===== src/rtl/serial_master_port.sv =====
// serial_master_port: bus initiator that serialises address, burst length and write data
// bit by bit toward a slave port and reassembles the serial read data coming back.
module serial_master_port #(
    parameter int ADDR_W  = 12,
    parameter int LEN_W   = 4,
    parameter int DATA_W  = 8,
    parameter int TIMEOUT = 64
) (
    input  logic              clk,
    input  logic              rst,
    input  logic              cmd_valid,
    output logic              cmd_ready,
    input  logic              cmd_write,
    input  logic [ADDR_W-1:0] cmd_addr,
    input  logic [LEN_W-1:0]  cmd_len,
    input  logic [DATA_W-1:0] wr_data,
    input  logic              wr_valid,
    output logic              wr_ready,
    output logic [DATA_W-1:0] rd_data,
    output logic              rd_valid,
    output logic              done,
    output logic              error,
    output logic              read_enable,
    output logic              write_enable,
    output logic              m_valid,
    output logic              m_ready,
    output logic              tx_address,
    output logic              tx_burst,
    output logic              tx_data,
    input  logic              s_ready,
    input  logic              s_valid,
    input  logic              rx_data,
    input  logic              split_enable
);
    localparam int AI_W = (ADDR_W > 1) ? $clog2(ADDR_W) : 1;
    localparam int DI_W = (DATA_W > 1) ? $clog2(DATA_W) : 1;
    localparam int TO_W = $clog2(TIMEOUT + 1);
    localparam logic [AI_W-1:0] ADDR_LAST = AI_W'(ADDR_W - 1);
    localparam logic [DI_W-1:0] DATA_LAST = DI_W'(DATA_W - 1);
    localparam logic [TO_W-1:0] TOUT_LAST = TO_W'(TIMEOUT - 1);

    typedef enum logic [2:0] {IDLE, REQ, ADDR, WDATA, RDATA, SPLIT, DONE} state_t;
    state_t state, state_next;

    logic              is_write;
    logic [ADDR_W-1:0] addr_reg;
    logic [LEN_W-1:0]  len_reg;
    logic [ADDR_W-1:0] burst_pad;
    logic [AI_W-1:0]   addr_idx;
    logic [DI_W-1:0]   data_idx;
    logic [LEN_W-1:0]  beat_cnt;
    logic [TO_W-1:0]   tout_cnt;
    logic [DATA_W-1:0] shifter;
    logic [DATA_W-1:0] rx_word;
    logic              loaded;

    logic cmd_fire, addr_fire, addr_last, tout_wait, tout_hit;
    logic wr_load, wbit_fire, rbit_fire, bit_last, beat_last;

    // The burst field is shorter than the address, so it is zero-padded to share the bit index
    assign burst_pad = {{(ADDR_W-LEN_W){1'b0}}, len_reg};

    assign cmd_fire  = (state == IDLE) && cmd_valid;
    assign addr_fire = (state == ADDR) && s_ready;
    assign addr_last = addr_fire && (addr_idx == ADDR_LAST);
    assign tout_wait = (state == ADDR) && (addr_idx == '0) && !s_ready;
    assign tout_hit  = tout_wait && (tout_cnt == TOUT_LAST);
    assign wr_load   = (state == WDATA) && !loaded && wr_valid;
    assign wbit_fire = (state == WDATA) && loaded && s_ready;
    assign rbit_fire = (state == RDATA) && s_valid;
    assign bit_last  = (data_idx == DATA_LAST);
    assign beat_last = (beat_cnt == len_reg);

    always_comb begin
        rx_word           = shifter;
        rx_word[data_idx] = rx_data;
    end

    always_ff @(posedge clk or posedge rst) begin
        if (rst) state <= IDLE;
        else     state <= state_next;
    end

    always_comb begin
        state_next = state;
        case (state)
            IDLE:  if (cmd_fire) state_next = REQ;
            REQ:   state_next = ADDR;
            ADDR: begin
                if (tout_hit)       state_next = IDLE;
                else if (addr_last) state_next = is_write ? WDATA : RDATA;
            end
            WDATA: if (wbit_fire && bit_last && beat_last) state_next = DONE;
            // A bit arriving together with split_enable is taken and the split is ignored
            RDATA: begin
                if (rbit_fire) begin
                    if (bit_last && beat_last) state_next = DONE;
                end else if (split_enable) begin
                    state_next = SPLIT;
                end
            end
            SPLIT: if (!split_enable) state_next = RDATA;
            DONE:  state_next = IDLE;
            default: state_next = IDLE;
        endcase
    end

    always_comb begin
        cmd_ready    = (state == IDLE);
        done         = (state == DONE);
        read_enable  = 1'b0;
        write_enable = 1'b0;
        m_valid      = 1'b0;
        m_ready      = (state == RDATA);
        wr_ready     = (state == WDATA) && !loaded;
        tx_address   = 1'b0;
        tx_burst     = 1'b0;
        tx_data      = 1'b0;
        if (state inside {REQ, ADDR, WDATA, RDATA, SPLIT}) begin
            read_enable  = !is_write;
            write_enable = is_write;
        end
        if (state == ADDR) begin
            m_valid    = 1'b1;
            tx_address = addr_reg[addr_idx];
            tx_burst   = burst_pad[addr_idx];
        end
        if ((state == WDATA) && loaded) begin
            m_valid = 1'b1;
            tx_data = shifter[data_idx];
        end
    end

    // Datapath: command latch, bit/beat counters, shared shift register and pulse outputs
    always_ff @(posedge clk or posedge rst) begin
        if (rst) begin
            is_write <= 1'b0;
            addr_reg <= '0;
            len_reg  <= '0;
            addr_idx <= '0;
            data_idx <= '0;
            beat_cnt <= '0;
            tout_cnt <= '0;
            shifter  <= '0;
            loaded   <= 1'b0;
            rd_data  <= '0;
            rd_valid <= 1'b0;
            error    <= 1'b0;
        end else begin
            rd_valid <= 1'b0;
            error    <= tout_hit;
            if (cmd_fire) begin
                is_write <= cmd_write;
                addr_reg <= cmd_addr;
                len_reg  <= cmd_len;
                addr_idx <= '0;
                data_idx <= '0;
                beat_cnt <= '0;
                tout_cnt <= '0;
                loaded   <= 1'b0;
            end
            if (addr_fire) begin
                addr_idx <= addr_last ? '0 : addr_idx + 1'b1;
            end
            if (tout_wait) begin
                tout_cnt <= tout_cnt + 1'b1;
            end
            if (wr_load) begin
                shifter  <= wr_data;
                loaded   <= 1'b1;
                data_idx <= '0;
            end
            if (wbit_fire) begin
                if (bit_last) begin
                    loaded   <= 1'b0;
                    data_idx <= '0;
                    beat_cnt <= beat_cnt + 1'b1;
                end else begin
                    data_idx <= data_idx + 1'b1;
                end
            end
            if (rbit_fire) begin
                shifter <= rx_word;
                if (bit_last) begin
                    data_idx <= '0;
                    beat_cnt <= beat_cnt + 1'b1;
                    rd_data  <= rx_word;
                    rd_valid <= 1'b1;
                end else begin
                    data_idx <= data_idx + 1'b1;
                end
            end
        end
    end

endmodule


===== config.mk =====
export PLATFORM = sky130hd
export DESIGN_NAME = serial_master_port
export DESIGN_NICKNAME = d
export VERILOG_FILES = /design/src/rtl/serial_master_port.sv
export SDC_FILE = /design/constraint.sdc
export NUM_CORES = 1
export LEC_CHECK = 0
export CORE_ASPECT_RATIO = 0.8
export CORE_MARGIN = 5
export CORE_UTILIZATION = 45
export CTS_BUF_LIST = sky130_fd_sc_hd__clkbuf_4 sky130_fd_sc_hd__clkbuf_8
export DETAILED_ROUTE_END_ITERATION = 8
export PLACE_DENSITY = 0.73
export SYNTH_ARGS = -nofsm -noshare
export SYNTH_HDL_FRONTEND = slang
export SYNTH_SLANG_ARGS = --single-unit

===== constraint.sdc =====
create_clock -name clk -period 4.25 [get_ports clk]
set_input_delay 0.85 -clock clk [delete_from_list [all_inputs] [get_ports clk]]
set_output_delay 0.85 -clock clk [all_outputs]
set_load 0.01 [all_outputs]

* After elaboration in Yosys (flattened, before gate mapping)
Index checks and enable logic that the tools add are counted.
** Word-level totals
- Bits in registers :: 57
- Logic and storage cells :: 112
** Cells by class
- Add/sub/neg operators :: 4
- $lt $le $gt $ge :: 3
- Equal/unequal tests :: 16
- Mux-type cells :: 49
- Reductions and logical operators :: 27
** Operators by type and width (count)
- two-way mux 3 bit :: 14
- two-way mux 4 bit :: 8
- one-hot mux 3 bit (6 select lines) :: 1
- two-way mux 1 bit :: 17
- two-way mux 8 bit :: 2
- logical AND 1 bit :: 15
- two-way mux 7 bit :: 2
- == test 3 bit, second input constant :: 4
- adder 4 x 1 -> 4 bit, second input constant :: 2
- binary-select mux 1 bit (select 4 bit) :: 2
- bitwise mux 8 bit :: 1
- adder 7 x 1 -> 7 bit, second input constant :: 1
- == test 7 x 6 -> 1 bit, second input constant :: 1
- == test 3 x 2 -> 1 bit, second input constant :: 2
- AND reduction 6 bit :: 1
- nonzero test 2 bit :: 3
- less-than comparator 4 x 5 -> 1 bit, second input constant :: 1
- nonzero test 5 bit :: 1
- == test 4 bit :: 1
- == test 4 bit, second input constant :: 1
- zero test 4 bit :: 1
- less-than comparator 3 x 4 -> 1 bit, second input constant :: 1
- != test 2 x 1 -> 1 bit, second input constant :: 2
- nonzero test 4 bit :: 1
- other kinds (12) :: 14

* Depth between registers and ports, before layout
- Depth after elaboration :: 7
- Gate-level depth with buffers :: 8
- Mapped depth without buffers :: 7

* Worst setup path before layout
Ideal clock, no wire load.
- Path type :: register to output
- From :: register state[2]
- To :: output port tx_address
- Arrival :: 1.410 ns
- Data required time :: 3.400 ns
- Setup slack :: 1.990 ns
- Stages on the path, launching flop included :: 4
- Buffers on the path :: 1
- Cell sequence :: dfrtp_1 > buf_2 > or3b_2 > a311oi_1
** On the way
- Longest elaborated chain between the ends :: 2
** Ends and longest elaborated chain
- from (decl) :: line 43 : state_t state, state_next;
- from (signal assigned) :: line 81 : else state <= state_next;
- == test 3 x 2 -> 1 bit :: line 123 : if (state == ADDR) begin
- two-way mux 1 bit :: line 123
- to (decl) :: line 27 : output logic tx_address,
Every way passes these cells.

* Final worst setup path
- From :: register state[0]
- To :: output port tx_address
Same word-level chain as after synthesis.

==> PnR_summary.wiki <==
{| class="wikitable"
! Metric !! Value
|-
| Clock-pin slew of the registers on the worst-case setup and hold paths || 70 ps
|-
| Post CTS Setup Buffer Count || 0
|-
| CTS Hold Bufs || 0
|-
| Largest fanout on the critical path || 15
|-
| Count of buffers from port buffering || 52
|-
| Finished Layout Cells || roughly 420
|-
| Residual antenna-violating net count after detailed routing || 0
|-
| Final standard cell area without fillers || between 3000 and 4000 um2
|-
| Maximum clock frequency || roughly 320 MHz
|-
| Library cell used as clock root buffer || clkbuf_8
|-
| Flip-flop count of the largest register, all copies and words added || 12
|-
| Total power divided by cell area || between 500 and 600 nW/um2
|-
| Utilization after layout || 0.564
|-
| CTS tree || done
|-
| Max rail drop VDD || around 0.27 mV
|-
| Most numerous cell in the Yosys netlist || dfrtp_1
|-
| Placed cell count || about 410
|-
| Yosys cell types || 56
|-
| Critical Path Max Stage Delay || approximately 600 ps
|-
| Clock buffer count from CTS || 9
|-
| Placeable Area || 6790 um2
|-
| Capturing element type of the critical path || output pin
|-
| Depth of the CTS H-tree || 3
|-
| Cell types with the highest counts after synthesis || dfrtp_1 (57), mux2i_1 (26), nand2_1 (18), nor2_1 (18), mux2_2 (17)
|-
| Total global routing overflow || 0
|-
| Antenna Diode Count || 0
|-
| Kind of path behind the tightest hold check || flop to flop
|-
| RSZ-0062 raised after global routing || no
|-
| Area Overhead vs Synth || 23.8%
|-
| Crit path max-delay cell type || clkdlybuf4s50_1
|-
| Number of top-level design ports || 53
|-
| Number of placement rows || 27
|-
| Family of cells with the greatest summed delay on the critical path || buffers and inverters
|-
| Gpl congestion || slightly above 0.8
|-
| Minimum clock period || ~3100 ps
|-
| Summed instance area of the synthesized netlist || around 3100 um2
|-
| Synth warn || 0
|-
| Pin count of the biggest net entering global routing || 30
|-
| Y dimension of the die || about 84 um
|-
| Result of the run || complete, no violations
|-
| Crit path launch type || flop
|-
| Antenna violations before repair || 0
|-
| Max-cap check violation count || 0
|-
| Wire length of the first global-routing pass || ~11000 um
|-
| Gate count after technology mapping || 280
|-
| Max-Slew Margin vs Limit || 0.586
|-
| Final Max Slew Viols || 0
|-
| Final Hold Viols || 0
|-
| Global-route total usage across every layer || 0.167
|-
| Number of synthesized flops with an enable pin || 0
|-
| Static Leak || roughly 1.7 nW
|-
| Cts repair resizes || 0
|-
| Post-detailed-placement half-perimeter wirelength || between 4000 and 5000 um
|-
| Starting density of the core || 0.456
|-
| Final-stage net count || between 300 and 400
|-
| CTS Buffer Depth || 2
|-
| Yosys top cell by area || dfrtp_1
|-
| Average vias per placed instance || ~5.5
|-
| Remaining DRCs || 0
|-
| Wire per inst || approximately 16 um
|-
| Final setup violation count || 0
|-
| Fillcell total || 573
|-
| Least-Margin Pin Slew || 621 ps
|-
| Area of the die || 8640 um2
|-
| Critical path arrival || ~2300 ps
|-
| Fraction of registers with async set/reset || 1.00
|-
| First-pass iteration count of the detailed router || 4
|-
| Worst hold slack across all endpoints || 496 ps
|-
| Mean post-synth cell area || about 11 um2
|-
| Vias in the first global route || around 2300
|-
| Class of the most critical setup path || flop to output pin
|-
| Cell breakdown of the critical path || or3b_2 > a311oi_1 > clkdlybuf4s50_1
|-
| Via total after detailed routing || roughly 2300
|-
| TritonCTS Sinks || 57
|-
| Post-synthesis register bit count || 57
|-
| Share of the synthesized area in the top cell type || 0.461
|-
| Sequential cell area fraction in the yosys report || 0.461
|-
| Synthesized net count || 319
|-
| Clock Skews || around 9.9 ps
|-
| Clock latency on the worst-skew pair || 330 ps
|-
| Layout cell share with drive strength beyond 1 || 0.164
|-
| Cell types occupying the most area after synthesis || dfrtp_1 (46%), mux2i_1 (8.4%), mux2_2 (6.2%)
|-
| Total routed wirelength || 6640 um
|-
| Critical Path RT || 3400 ps
|-
| Standard cell area after detailed placement || between 3000 and 4000 um2
|-
| Final total negative setup slack || 0 ps
|-
| Dominant register cell in the synthesized netlist || dfrtp_1
|-
| Combined buffer and inverter count along the critical path || 1
|-
| Die X || 103 um
|-
| Ratio of final minimum period to clock period || 0.736
|-
| Iteration-0 DRC count of the detailed router || approximately 110
|}
==> final cells by class <==
| class | instances | area [um2] | share of cell area |
|---|---|---|---|
| sequential | 57 | 1430 | 0.372 |
| clock buffer | 13 | 166 | 0.0434 |
| timing repair buffer | 53 | 528 | 0.138 |
| inverter | 13 | 48.8 | 0.0127 |
| multi-input combinational | 197 | 1540 | 0.401 |
| tap | 87 | 109 | 0.0284 |
| clock inverter | 3 | 15.0 | 0.00392 |
==> cell usage in the layout (no fill, tap or decap), drive strengths merged, types with 4 or more instances in the layout <==
master,n
mux4,6
and2,4
inv,13
nand2,20
mux2,17
nand3,13
o21ai,17
nand4,5
xor2,5
clkdlybuf4s50,52
clkbuf,13
mux2i,26
nor3,4
ha,6
a21oi,12
nor2,19
nor3b,5
dfrtp,57
==> cell families after synthesis <==
family	after synthesis	synth area share
adder cells (fa/ha/maj)	6	0.0243
flip-flops	57	0.461
AND/OR/NAND/NOR	89	0.168
multiplexers	49	0.190
XOR/XNOR	6	0.0170
AO/OA/AOI/OAI	47	0.0979
buffers and inverters	26	0.0421
==> per-layer routing <==
| metal | part of all wire | routed length (um) | vias up | track usage |
|---|---|---|---|---|
| li1 | - | - | 1121 | - |
| met1 | 0.47 | 3090 | 1133 | 0.232 |
| met2 | 0.47 | 3110 | 56 | 0.250 |
| met3 | 0.052 | 347 | 7 | 0.0548 |
| met4 | 0.013 | 83 | 0 | 0.0501 |
| met5 | 0 | 0 | - | 0 |
==> worst register-to-register path: stages, from the launching register on <==
cell,delay [ps]
dfrtp_1,540
nor3_2,330
nand2_2,390
o21ai_0,300
o21ai_0,170
a21o_1,200
==> final timing paths <==
path | from | endpoint | slack (ps) | depth (start not counted)
hold reg to reg | tout_cnt[5]$_DFFE_PP0P_ | tout_cnt[5]$_DFFE_PP0P_ | 500 | 1
setup reg to reg | state[0]$_DFFE_PP0P_ | beat_cnt[2]$_DFF_PP0_ | 2200 | 5
min in group asynchronous | rst | rd_valid$_DFF_PP0_ | 910 | 2
setup / recovery | state[0]$_DFFE_PP0P_ | tx_address | 1120 | 3
hold / removal | tout_cnt[5]$_DFFE_PP0P_ | tout_cnt[5]$_DFFE_PP0P_ | 500 | 1
max in group asynchronous | rst | beat_cnt[1]$_DFF_PP0_ | 2510 | 3
==> stage by stage <==
stage / power [W] / worst slack [ps]
after floorplan: 0.00149 / 1990
after global placement: 0.00170 / 1500
after detailed placement: 0.00174 / 1470
after CTS: 0.00221 / 1090
after global routing: 0.00235 / 971
final: 0.00219 / 1120
==> power by group <==
| group | total, W | leakage [nW] | switching, W | internal, W |
|---|---|---|---|---|
| sequential | 0.000913 | 0.738 | 0.000208 | 0.000705 |
| clock | 0.000461 | 0.100 | 0.000208 | 0.000253 |
| combinational | 0.000816 | 0.905 | 0.000351 | 0.000465 |
Power figures use the tool's default switching activity.
